**config.mk**
```make
export PLATFORM = sky130hd
export DESIGN_NAME = dme_pwr_seq_flat
export DESIGN_NICKNAME = d
export VERILOG_FILES = /design/src/rtl/dme_pwr_seq_if.sv /design/src/rtl/dme_pwr_seq.sv /design/src/flat_wrapper.sv
export SDC_FILE = /design/constraint.sdc
export NUM_CORES = 1
export LEC_CHECK = 0
export CORE_AREA = 8 8 93 95
export CTS_BUF_LIST = sky130_fd_sc_hd__clkbuf_2
export CTS_CLUSTER_DIAMETER = 120
export DETAILED_ROUTE_END_ITERATION = 16
export DIE_AREA = 0 0 101 103
export GPL_ROUTABILITY_DRIVEN = 0
export RECOVER_POWER = 100
export SETUP_SLACK_MARGIN = 0.4
export SLEW_MARGIN = 20
export SYNTH_ARGS = -nofsm -noshare
export SYNTH_HDL_FRONTEND = slang
export SYNTH_SLANG_ARGS = --single-unit
```
**constraint.sdc**
```tcl
create_clock -name CLK -period 2 [get_ports CLK]
set_input_delay 0.5 -clock CLK [delete_from_list [all_inputs] [get_ports CLK]]
set_output_delay 0.5 -clock CLK [all_outputs]
set_load 0.05 [all_outputs]
```
**src/rtl/dme_pwr_seq_if.sv**
```systemverilog
// Signal bundle between the board straps/rails and the DME power sequencer.
// The slave side is the sequencer; the master side drives the raw straps.
interface dme_pwr_seq_if;
   logic       PWRGD_PS_PWROK_3V3;
   logic       DME_Absent;
   logic       DME_PWRGD_RAW;
   logic [3:0] DMEID_RAW;
   logic       DME_PWR_EN;
   logic       DME_PWRGD;
   logic       DME_Present;
   logic [3:0] DMEID;
   logic       DME_Fault;
   logic [2:0] DMEState;

   modport master (
      output PWRGD_PS_PWROK_3V3, DME_Absent, DME_PWRGD_RAW, DMEID_RAW,
      input  DME_PWR_EN, DME_PWRGD, DME_Present, DMEID, DME_Fault, DMEState
   );

   modport slave (
      input  PWRGD_PS_PWROK_3V3, DME_Absent, DME_PWRGD_RAW, DMEID_RAW,
      output DME_PWR_EN, DME_PWRGD, DME_Present, DMEID, DME_Fault, DMEState
   );
endinterface

```
**src/rtl/dme_pwr_seq.sv**
```systemverilog
// DME power sequencer: synchronises and debounces the presence strap, gates the
// DME rail, qualifies its power-good with a timeout and latches the ID straps.
module dme_pwr_seq #(
   parameter int DEBOUNCE_CYC  = 16,
   parameter int PWRGD_TIMEOUT = 1000,
   parameter int ID_SETTLE     = 4,
   parameter int CNT_W         = 16
) (
   input  logic         CLK,
   input  logic         RST,
   dme_pwr_seq_if.slave bus
);
   typedef enum logic [2:0] {
      OFF     = 3'd0,
      WAIT_PG = 3'd1,
      SETTLE  = 3'd2,
      RUN     = 3'd3,
      FAULT   = 3'd4
   } state_t;

   localparam logic [CNT_W-1:0] DEB_LAST = CNT_W'(DEBOUNCE_CYC - 1);
   localparam logic [CNT_W-1:0] TMO_LAST = CNT_W'(PWRGD_TIMEOUT - 1);
   localparam logic [CNT_W-1:0] SET_LAST = CNT_W'(ID_SETTLE - 1);
   localparam logic [CNT_W-1:0] CNT_MAX  = '1;

   function automatic logic [CNT_W-1:0] sat_inc(input logic [CNT_W-1:0] v);
      return (v == CNT_MAX) ? v : v + 1'b1;
   endfunction

   logic [2:0]       sync_p0, sync_p1;
   logic             pwrok_s, absent_s, pg_s;
   logic [CNT_W-1:0] deb_cnt;
   logic             present_q;
   state_t           state_q, state_d;
   logic [CNT_W-1:0] timer_q, timer_d;
   logic [3:0]       id_q, id_d;
   logic             fault_q, fault_d;
   logic             pwr_en_q, pwrgd_q;

   // Stage p0/p1: two-flop synchronisers for the asynchronous straps
   always_ff @(posedge CLK) begin
      if (RST) begin
         sync_p0 <= '0;
         sync_p1 <= '0;
      end else begin
         sync_p0 <= {bus.PWRGD_PS_PWROK_3V3, bus.DME_Absent, bus.DME_PWRGD_RAW};
         sync_p1 <= sync_p0;
      end
   end

   assign pwrok_s  = sync_p1[2];
   assign absent_s = sync_p1[1];
   assign pg_s     = sync_p1[0];

   // Presence flips only after DEBOUNCE_CYC consecutive disagreeing samples
   always_ff @(posedge CLK) begin
      if (RST) begin
         deb_cnt   <= '0;
         present_q <= 1'b0;
      end else if (~absent_s == present_q) begin
         deb_cnt <= '0;
      end else if (deb_cnt == DEB_LAST) begin
         present_q <= ~absent_s;
         deb_cnt   <= '0;
      end else begin
         deb_cnt <= sat_inc(deb_cnt);
      end
   end

   always_comb begin
      state_d = state_q;
      timer_d = timer_q;
      id_d    = id_q;
      fault_d = fault_q;
      if (state_q != OFF && (!pwrok_s || !present_q)) begin
         state_d = OFF;
      end else begin
         case (state_q)
            OFF: begin
               timer_d = '0;
               if (pwrok_s && present_q) begin
                  state_d = WAIT_PG;
                  fault_d = 1'b0;
               end
            end
            WAIT_PG: begin
               timer_d = sat_inc(timer_q);
               if (pg_s) begin
                  state_d = SETTLE;
                  timer_d = '0;
               end else if (timer_q == TMO_LAST) begin
                  state_d = FAULT;
               end
            end
            SETTLE: begin
               if (!pg_s) begin
                  state_d = FAULT;
               end else begin
                  timer_d = sat_inc(timer_q);
                  if (timer_q == SET_LAST) begin
                     state_d = RUN;
                     id_d    = bus.DMEID_RAW;
                  end
               end
            end
            RUN: begin
               if (!pg_s) state_d = FAULT;
            end
            FAULT: ;
            default: state_d = OFF;
         endcase
      end
      // Entry actions: ID forgotten on power-off, fault is sticky until a retry
      if (state_d == OFF && state_q != OFF) id_d = '0;
      if (state_d == FAULT && state_q != FAULT) fault_d = 1'b1;
   end

   // Stage p2: registered FSM state and outputs decoded from the next state
   always_ff @(posedge CLK) begin
      if (RST) begin
         state_q  <= OFF;
         timer_q  <= '0;
         id_q     <= '0;
         fault_q  <= 1'b0;
         pwr_en_q <= 1'b0;
         pwrgd_q  <= 1'b0;
      end else begin
         state_q  <= state_d;
         timer_q  <= timer_d;
         id_q     <= id_d;
         fault_q  <= fault_d;
         pwr_en_q <= (state_d == WAIT_PG) || (state_d == SETTLE) || (state_d == RUN);
         pwrgd_q  <= (state_d == RUN);
      end
   end

   assign bus.DME_PWR_EN  = pwr_en_q;
   assign bus.DME_PWRGD   = pwrgd_q;
   assign bus.DME_Present = present_q;
   assign bus.DMEID       = id_q;
   assign bus.DME_Fault   = fault_q;
   assign bus.DMEState    = state_q;
endmodule

```
**src/flat_wrapper.sv**
```systemverilog
// flat-port wrapper written by rule: the top's interface ports become plain ports
module dme_pwr_seq_flat 
#(
   parameter int DEBOUNCE_CYC  = 16,
   parameter int PWRGD_TIMEOUT = 1000,
   parameter int ID_SETTLE     = 4,
   parameter int CNT_W         = 16
)
  (CLK, RST, bus_PWRGD_PS_PWROK_3V3, bus_DME_Absent, bus_DME_PWRGD_RAW, bus_DMEID_RAW, bus_DME_PWR_EN, bus_DME_PWRGD, bus_DME_Present, bus_DMEID, bus_DME_Fault, bus_DMEState);
  dme_pwr_seq_if bus_i ();
  input  logic CLK;
  input  logic RST;
  input wire logic [$bits(bus_i.PWRGD_PS_PWROK_3V3)-1:0] bus_PWRGD_PS_PWROK_3V3;
  input wire logic [$bits(bus_i.DME_Absent)-1:0] bus_DME_Absent;
  input wire logic [$bits(bus_i.DME_PWRGD_RAW)-1:0] bus_DME_PWRGD_RAW;
  input wire logic [$bits(bus_i.DMEID_RAW)-1:0] bus_DMEID_RAW;
  output wire logic [$bits(bus_i.DME_PWR_EN)-1:0] bus_DME_PWR_EN;
  output wire logic [$bits(bus_i.DME_PWRGD)-1:0] bus_DME_PWRGD;
  output wire logic [$bits(bus_i.DME_Present)-1:0] bus_DME_Present;
  output wire logic [$bits(bus_i.DMEID)-1:0] bus_DMEID;
  output wire logic [$bits(bus_i.DME_Fault)-1:0] bus_DME_Fault;
  output wire logic [$bits(bus_i.DMEState)-1:0] bus_DMEState;
  assign bus_i.PWRGD_PS_PWROK_3V3 = bus_PWRGD_PS_PWROK_3V3;
  assign bus_i.DME_Absent = bus_DME_Absent;
  assign bus_i.DME_PWRGD_RAW = bus_DME_PWRGD_RAW;
  assign bus_i.DMEID_RAW = bus_DMEID_RAW;
  assign bus_DME_PWR_EN = bus_i.DME_PWR_EN;
  assign bus_DME_PWRGD = bus_i.DME_PWRGD;
  assign bus_DME_Present = bus_i.DME_Present;
  assign bus_DMEID = bus_i.DMEID;
  assign bus_DME_Fault = bus_i.DME_Fault;
  assign bus_DMEState = bus_i.DMEState;
  dme_pwr_seq #(.DEBOUNCE_CYC(DEBOUNCE_CYC), .PWRGD_TIMEOUT(PWRGD_TIMEOUT), .ID_SETTLE(ID_SETTLE), .CNT_W(CNT_W)) u_core (.CLK(CLK), .RST(RST), .bus(bus_i));
endmodule
```
==> out/metrics.cfg, run 1 <==
[critical_path]
worst_path_required_ns = 2.32
sort_of_element_at_the_start_of_the_critical_path = flip-flop
crit_path_top_delay_cell = nor3_2
worstPathArrival_ns = 2.13
reg2reg_slack_ns = 0.19
reg2reg_to = u_core.bus.DMEID[2]
timing.critical_path.to_type = flip-flop
r2r-start = u_core.timer_q[3]
critPathMaxStageDelay_ns = 0.45
critical_path_peak_fanout = 6
crit_type = reg -> reg
crit_chain = nor3_1, nand4_1, nor3_2, mux2i_1, nor2_1
reg2regPathDepth = 5

[clocking]
clk-insertion-delay-late_ns = 0.41
cts.sink_count = 49
clock_tree.buffer_depth = 2
clock_tree.htree_level_count = 2
cts_tree = done
cts_hold_buffers = 0
clk_transition_reported_paths_ns = 0.26
tritoncts.num_buffers = 5
clockRootBuffer = clkbuf_2

[power]
leakage_nw = 1.204
p_seq_share_pct = 58.2
clkPwrFrac_pct = 38.5
intPower_mw = 1.337
vdd_ir_drop_max_v = 0.0002426
comb_power_share_pct = 3.3
power_switching_share_pct = 20.77
power_density_nw_per_um2 = 509.9
total_switching_power_mw = 0.3505

[floorplanning]
die_area_um2 = 10400
num_io_pins = 20
row_count = 31
floorplan.initialDensity_pct = 33.84
die_y_um = 103
placeableCoreArea_um2 = 7137
die_w_um = 101

[grt]
grt_use_total_pct = 12.07
grt_pass1_wl_mm = 10.28
antenna_violations_before_repair = 0
grt_pass1_vias = 2197
pin_count_of_the_biggest_net_entering_global_routing = 17
grt_overflow_total = 0

[sta]
setup_repair_after_global_routing_missed_its_margin = yes
totalNegativeSetupSlack_ns = 0
final_critical_period_ns = 1.811
period_share_pct = 90.53
setup-violations-final = 0
maxSlewViolCount = 0
max_freq_mhz = 552.3
report.final.hold_viol_count = 0
worst-slew-pin-transition_ns = 0.6188
post_route_worst_setup_slack_ns = 0.1894
clock_skew_ns = 0.02535
timing.hold.ws_ns = 0.4635
max-slew-margin-rel_pct = 58.92

[job]
cap_violations = 0

[drt]
drt-pass1-iter-count = 4
drc_violations_left = 0
routedWlPerCell_um = 14.54
dr.first_iter.drc_count = 89
routed-via-count = 2354
antenna_violating_nets_post_route = 0
postRouteWirelength_mm = 6.410
via_per_inst = 5.338

[layout]
final_design_area_no_fill_um2 = 3309
final_layout_size_suffix_gt1_share_pct = 35.67
antenna_cells_inserted = 0
fillerInstances = 720
finish.net_count = 352
areaGrowthSynthToFinish_pct = 37.05

[hold_path]
hold_path_depth = 1
whs_endpoint = u_core.sync_p1[0]
holdCritPathClass = reg -> reg
critical_hold_path_startpoint = u_core.sync_p0[0]

[logic_synthesis]
postSynthAreaPerCell_um2 = 8.503
synthesis.area_um2 = 2415
sequential_fraction_of_the_synthesis_area_pct = 40.62
synth-async-reset-ratio_pct = 0
synth-seq-cells = 49
ys.warnings.count = 0
synthesis.nets = 295
post-synth-top-area-cell = dfxtp_1
yosysTopAreaCellShare_pct = 40.62
synth.top_cells.by_area = dfxtp_1 (41%), a21oi_1 (5.0%), nor2_1 (4.5%)
postSynthCellCount = 284
post_synth_num_cell_types = 50
synth-edff-count = 0
dominantRegCellSynth = dfxtp_1

[run_status]
status = complete, no violations

[placed_design]
port_buffers = 19
postPlaceCellArea_um2 = 2730
dp.final_hpwl_mm = 3.931
preCtsSetupSlack_ns = 0.08884

-- how the worst max path moves through the flow --
| stage | startpoint | to | cells past startpoint |
|---|---|---|---|
| finish | u_core.timer_q[3] | u_core.bus.DMEID[2] | 5 |
| global route | u_core.bus.DME_Present | u_core.bus.DME_PWR_EN | 7 |
| CTS | u_core.timer_q[1] | u_core.timer_q[6] | 7 |
| detailed placement | RST | u_core.bus.DME_PWR_EN | 4 |
| global placement | RST | u_core.bus.DME_PWR_EN | 4 |
| floorplan | u_core.bus.DMEState[0] | u_core.timer_q[2] | 7 |
-- synth_stat cells, drive strengths merged (6+ instances only) --
master,n
a21oi,24
and3,11
clkbuf,8
dfxtp,49
inv,7
mux2i,6
nand2,17
nand3,14
nand4,10
nor2,30
nor2b,8
nor3,8
nor4,6
o21ai,13
-- critical path, delay by kind of cell (launching register included) --
family | cells | cell delay [ns]
simple gates | 4 | 1.06
mux | 1 | 0.24
flops | 1 | 0.41
-- per-stage QoR --
step | instances | util (%) | power [mW]
global route | 441 | 46.37 | 1.755
floorplan | 284 | - | 1.035
CTS | 427 | 43.36 | 1.720
global placement | 397 | 38.25 | 1.065
detailed placement | 397 | 38.25 | 1.066
finish | 441 | 46.37 | 1.687
-- logic make-up after synthesis --
group	Yosys count	synth area share (%)
muxes	6	2.487
DFF	49	40.62
adders and majority gates	2	1.036
AOI/OAI and AO/OA	65	17.05
and+or+nand+nor	134	31.87
buffers and inverters	19	3.679
xor gates and xnor gates	9	3.264
-- repair_timing --
item | 4_1_cts | 5_1_grt
setup buffers | 22 | 14
hold endpoints to repair | 0 | 0
endpoints found under the setup margin | 30 | 45
gates resized for setup | 52 | 66
pin swaps | 9 | 18
-- layer usage --
layer,GRT usage (%),part of all wire [%],vias to the layer above
li1,-,-,1165
met1,15.31,45,1125
met2,19.41,50,56
met3,2.768,4.1,8
met4,4.696,1.5,0
met5,0,0,-
-- power by group through the flow --
stage | clock network (mW) | logic (mW) | registers, mW
2_1_floorplan | 0 | 0.0261 | 1.01
4_1_cts | 0.673 | 0.0589 | 0.987
3_3_place_gp | 0 | 0.0546 | 1.01
5_1_grt | 0.707 | 0.0637 | 0.984
3_5_place_dp | 0 | 0.0553 | 1.01
6_report | 0.649 | 0.0564 | 0.982
-- state kept, by name (all words and copies together) (netlist names) --
signal and flops:
u_core.deb_cnt 16, u_core.bus.DMEID 4, u_core.bus.DME_PWR_EN 1, u_core.sync_p0 3
u_core.timer_q 16, u_core.bus.DME_PWRGD 1, u_core.bus.DMEState 3, u_core.sync_p1 3
u_core.bus.DME_Present 1, u_core.bus.DME_Fault 1
-- placed cells by master, fill, tap and decap left out, types with 5 or more instances in the layout --
cell and count:
a21oi_1 23, and3_1 6, buf_4 38, clkbuf_2 8, clkdlybuf4s50_1 7, dfxtp_1 22
dfxtp_2 13, dfxtp_4 14, inv_1 7, mux2i_1 6, nand2_1 15, nand3_1 12
nand4_1 10, nor2_1 28, nor2b_1 8, nor3_1 5, o21ai_0 6, or3_1 5
xor2_1 5
-- layout make-up --
| cell class | instances | area, um2 | area share [%] |
|---|---|---|---|
| flip-flops and latches | 49 | 1050 | 31.72 |
| clock buffers | 5 | 25.02 | 0.7561 |
| clock inverters | 3 | 65.06 | 1.966 |
| inverters | 7 | 26.28 | 0.7940 |
| multi-input cells | 216 | 1521 | 45.97 |
| well taps | 99 | 123.9 | 3.743 |
| repair buffers | 62 | 498.0 | 15.05 |
Power figures use the tool's default switching activity.
==> run 2: changes to the inputs <==
--- a/config.mk
+++ b/config.mk
@@ -5,11 +5,11 @@
 export SDC_FILE = /design/constraint.sdc
 export NUM_CORES = 1
 export LEC_CHECK = 0
-export CORE_AREA = 8 8 93 95
+export CORE_AREA = 2 2 87 89
 export CTS_BUF_LIST = sky130_fd_sc_hd__clkbuf_2
 export CTS_CLUSTER_DIAMETER = 120
 export DETAILED_ROUTE_END_ITERATION = 16
-export DIE_AREA = 0 0 101 103
+export DIE_AREA = 0 0 89 91
 export GPL_ROUTABILITY_DRIVEN = 0
 export RECOVER_POWER = 100
 export SETUP_SLACK_MARGIN = 0.4
==> run 2 against run 1 <==
Net effect: setup slack improved by 0.011 ns; sequential power barely moved; clock skew fell by 0.0023 ns; register-to-register slack improved by 0.06 ns; combinational power barely moved; core utilization fell by 2.7 points; non-clock buffer count fell by 9; global-route usage rose by 3.1 points; via count fell by 2.4%; design area fell by 5.9%; largest cell class unchanged; largest power group unchanged; fmax rose by 0.63%; wire length fell by 6.5%.
==> out/metrics.cfg, run 2 (synthesized netlist as in run 1, its figures left out) <==
[critical_path]
critical_path_peak_fanout = 2  ; -4
timing.critical_path.to_type = primary output
crit_path_top_delay_cell = clkbuf_1
crit_type = reg -> out
sort_of_element_at_the_start_of_the_critical_path = flip-flop
worstPathArrival_ns = 1.30  ; -0.83 ns
critPathMaxStageDelay_ns = 0.48  ; +0.03 ns
worst_path_required_ns = 1.50  ; -0.82 ns
critical_path.n_buffers_inverters = 1  ; +1
family_with_the_most_delay_on_the_worst_path = buffers and inverters
crit_chain = clkbuf_1

[drt]
routedWlPerCell_um = 13.88  ; -4.5%
routed-via-count = 2297  ; -2.4%
dr.first_iter.drc_count = 74  ; -17%
postRouteWirelength_mm = 5.994  ; -6.5%
antenna_violating_nets_post_route = 0  ; unchanged
drc_violations_left = 0  ; unchanged
drt-pass1-iter-count = 4  ; unchanged
via_per_inst = 5.317  ; -0.39%

[layout]
post_layout_cell_count = 432  ; -2.0%
finish.net_count = 343  ; -2.6%
final_common_cell = buf_4
final_layout_size_suffix_gt1_share_pct = 30.93  ; -4.7 points
areaGrowthSynthToFinish_pct = 28.96
antenna_cells_inserted = 0  ; unchanged
layout_common_cells = buf_4 (31), nor2_1 (28), a21oi_1 (24), dfxtp_1 (21), dfxtp_2 (17)

[grt]
grt_overflow_total = 0  ; unchanged
antenna_violations_before_repair = 0  ; unchanged
pin_count_of_the_biggest_net_entering_global_routing = 17  ; unchanged
grt_pass1_wl_mm = 10.03  ; -2.4%
grt_use_total_pct = 15.17  ; +3.1 points
grt_pass1_vias = 2250  ; +2.4%

[sta]
clock_skew_ns = 0.02305  ; -0.002299 ns
period_share_pct = 89.97  ; -0.56 points
max-slew-margin-rel_pct = 59.38  ; +0.46 points
maxSlewViolCount = 0  ; unchanged
worst-slew-pin-transition_ns = 0.6119  ; -0.006937 ns
setup_repair_after_global_routing_missed_its_margin = yes
max_freq_mhz = 555.7  ; +0.63%
setup-violations-final = 0  ; unchanged
report.final.hold_viol_count = 0  ; unchanged
totalNegativeSetupSlack_ns = 0  ; unchanged
final_critical_period_ns = 1.799  ; -0.01125 ns
post_route_worst_setup_slack_ns = 0.2006  ; +0.01125 ns

[floorplanning]
die_area_um2 = 8099  ; -22%
num_io_pins = 20  ; unchanged
floorplan.initialDensity_pct = 33.84  ; unchanged
die_w_um = 89  ; -12%
row_count = 31  ; unchanged
placeableCoreArea_um2 = 7137  ; unchanged
die_y_um = 91  ; -12%

[run_status]
status = complete, no violations

[hold_path]
holdCritPathClass = reg -> reg

[power]
vdd_ir_drop_max_v = 0.0002306  ; -5.0%
leakage_nw = 1.097  ; -8.9%
power_density_nw_per_um2 = 465.5  ; -8.7%

[clocking]
cts_hold_buffers = 0  ; unchanged
clock_tree.buffer_depth = 2  ; unchanged
clock_tree.htree_level_count = 2  ; unchanged
clk-insertion-delay-late_ns = 0.43  ; +0.02 ns
tritoncts.num_buffers = 5  ; unchanged
cts_tree = done
clk_transition_reported_paths_ns = 0.26  ; about the same
clockRootBuffer = clkbuf_2
cts.sink_count = 49  ; unchanged

[placed_design]
dp.final_hpwl_mm = 3.873  ; -1.5%
preCtsSetupSlack_ns = 0.09744  ; +0.008606 ns
port_buffers = 19  ; unchanged
place_inst = 398  ; +0.25%

[job]
cap_violations = 0  ; unchanged

## run 2: final timing paths
check	startpoint	end	slack [ns]	depth (start not counted)
worst min-delay path	u_core.sync_p0[2]	u_core.sync_p1[2]	0.46	1
worst min register to register	u_core.sync_p0[2]	u_core.sync_p1[2]	0.46	1
worst max-delay path	u_core.bus.DMEID[3]	bus_DMEID[3]	0.20	1
worst max register to register	u_core.bus.DMEState[0]	u_core.timer_q[9]	0.25	6
## run 2: per-layer routing
metal	vias up	part of all wire (%)	wire length [um]	GRT usage, %
li1	1155	-	-	-
met5	-	0	0	0
met4	0	1.1	64	4.478
met1	1102	48	2879	20.66
met2	34	48	2900	24.13
met3	6	2.5	149	3.000
## run 2: cell type report
class,count,area [um2]
flip-flops and latches,49,1044
fillers,731,4023
multi-input cells,216,1456
inverters,7,26.28
clock buffers,5,25.02
clock inverters,3,17.52
well taps,99,123.9
repair buffers,53,421.7
## run 2: where the power goes
part           leakage (nW)  internal, mW  switching [mW]
clock network        0.0287        0.0818           0.329
logic                 0.655        0.0314          0.0252
registers             0.414         0.976         0.00709
## run 2: metrics by stage
stage          total power [mW]  area (um2)  utilization (%)  hold WS (ns)
2_1_floorplan             1.035        2444                -        0.4138
3_3_place_gp              1.065        2748            38.50        0.4290
3_5_place_dp              1.066        2748            38.50        0.4316
4_1_cts                   1.473        3034            42.51        0.4638
5_1_grt                   1.513        3114            43.64        0.4683
6_report                  1.450        3114            43.64        0.4603
## run 2: repair_timing
item,in CTS,in global routing
pin swaps,4,6
setup buffers,22,4
gates resized for setup,72,50
endpoints found under the setup margin,30,48
endpoints found under the hold margin,0,0
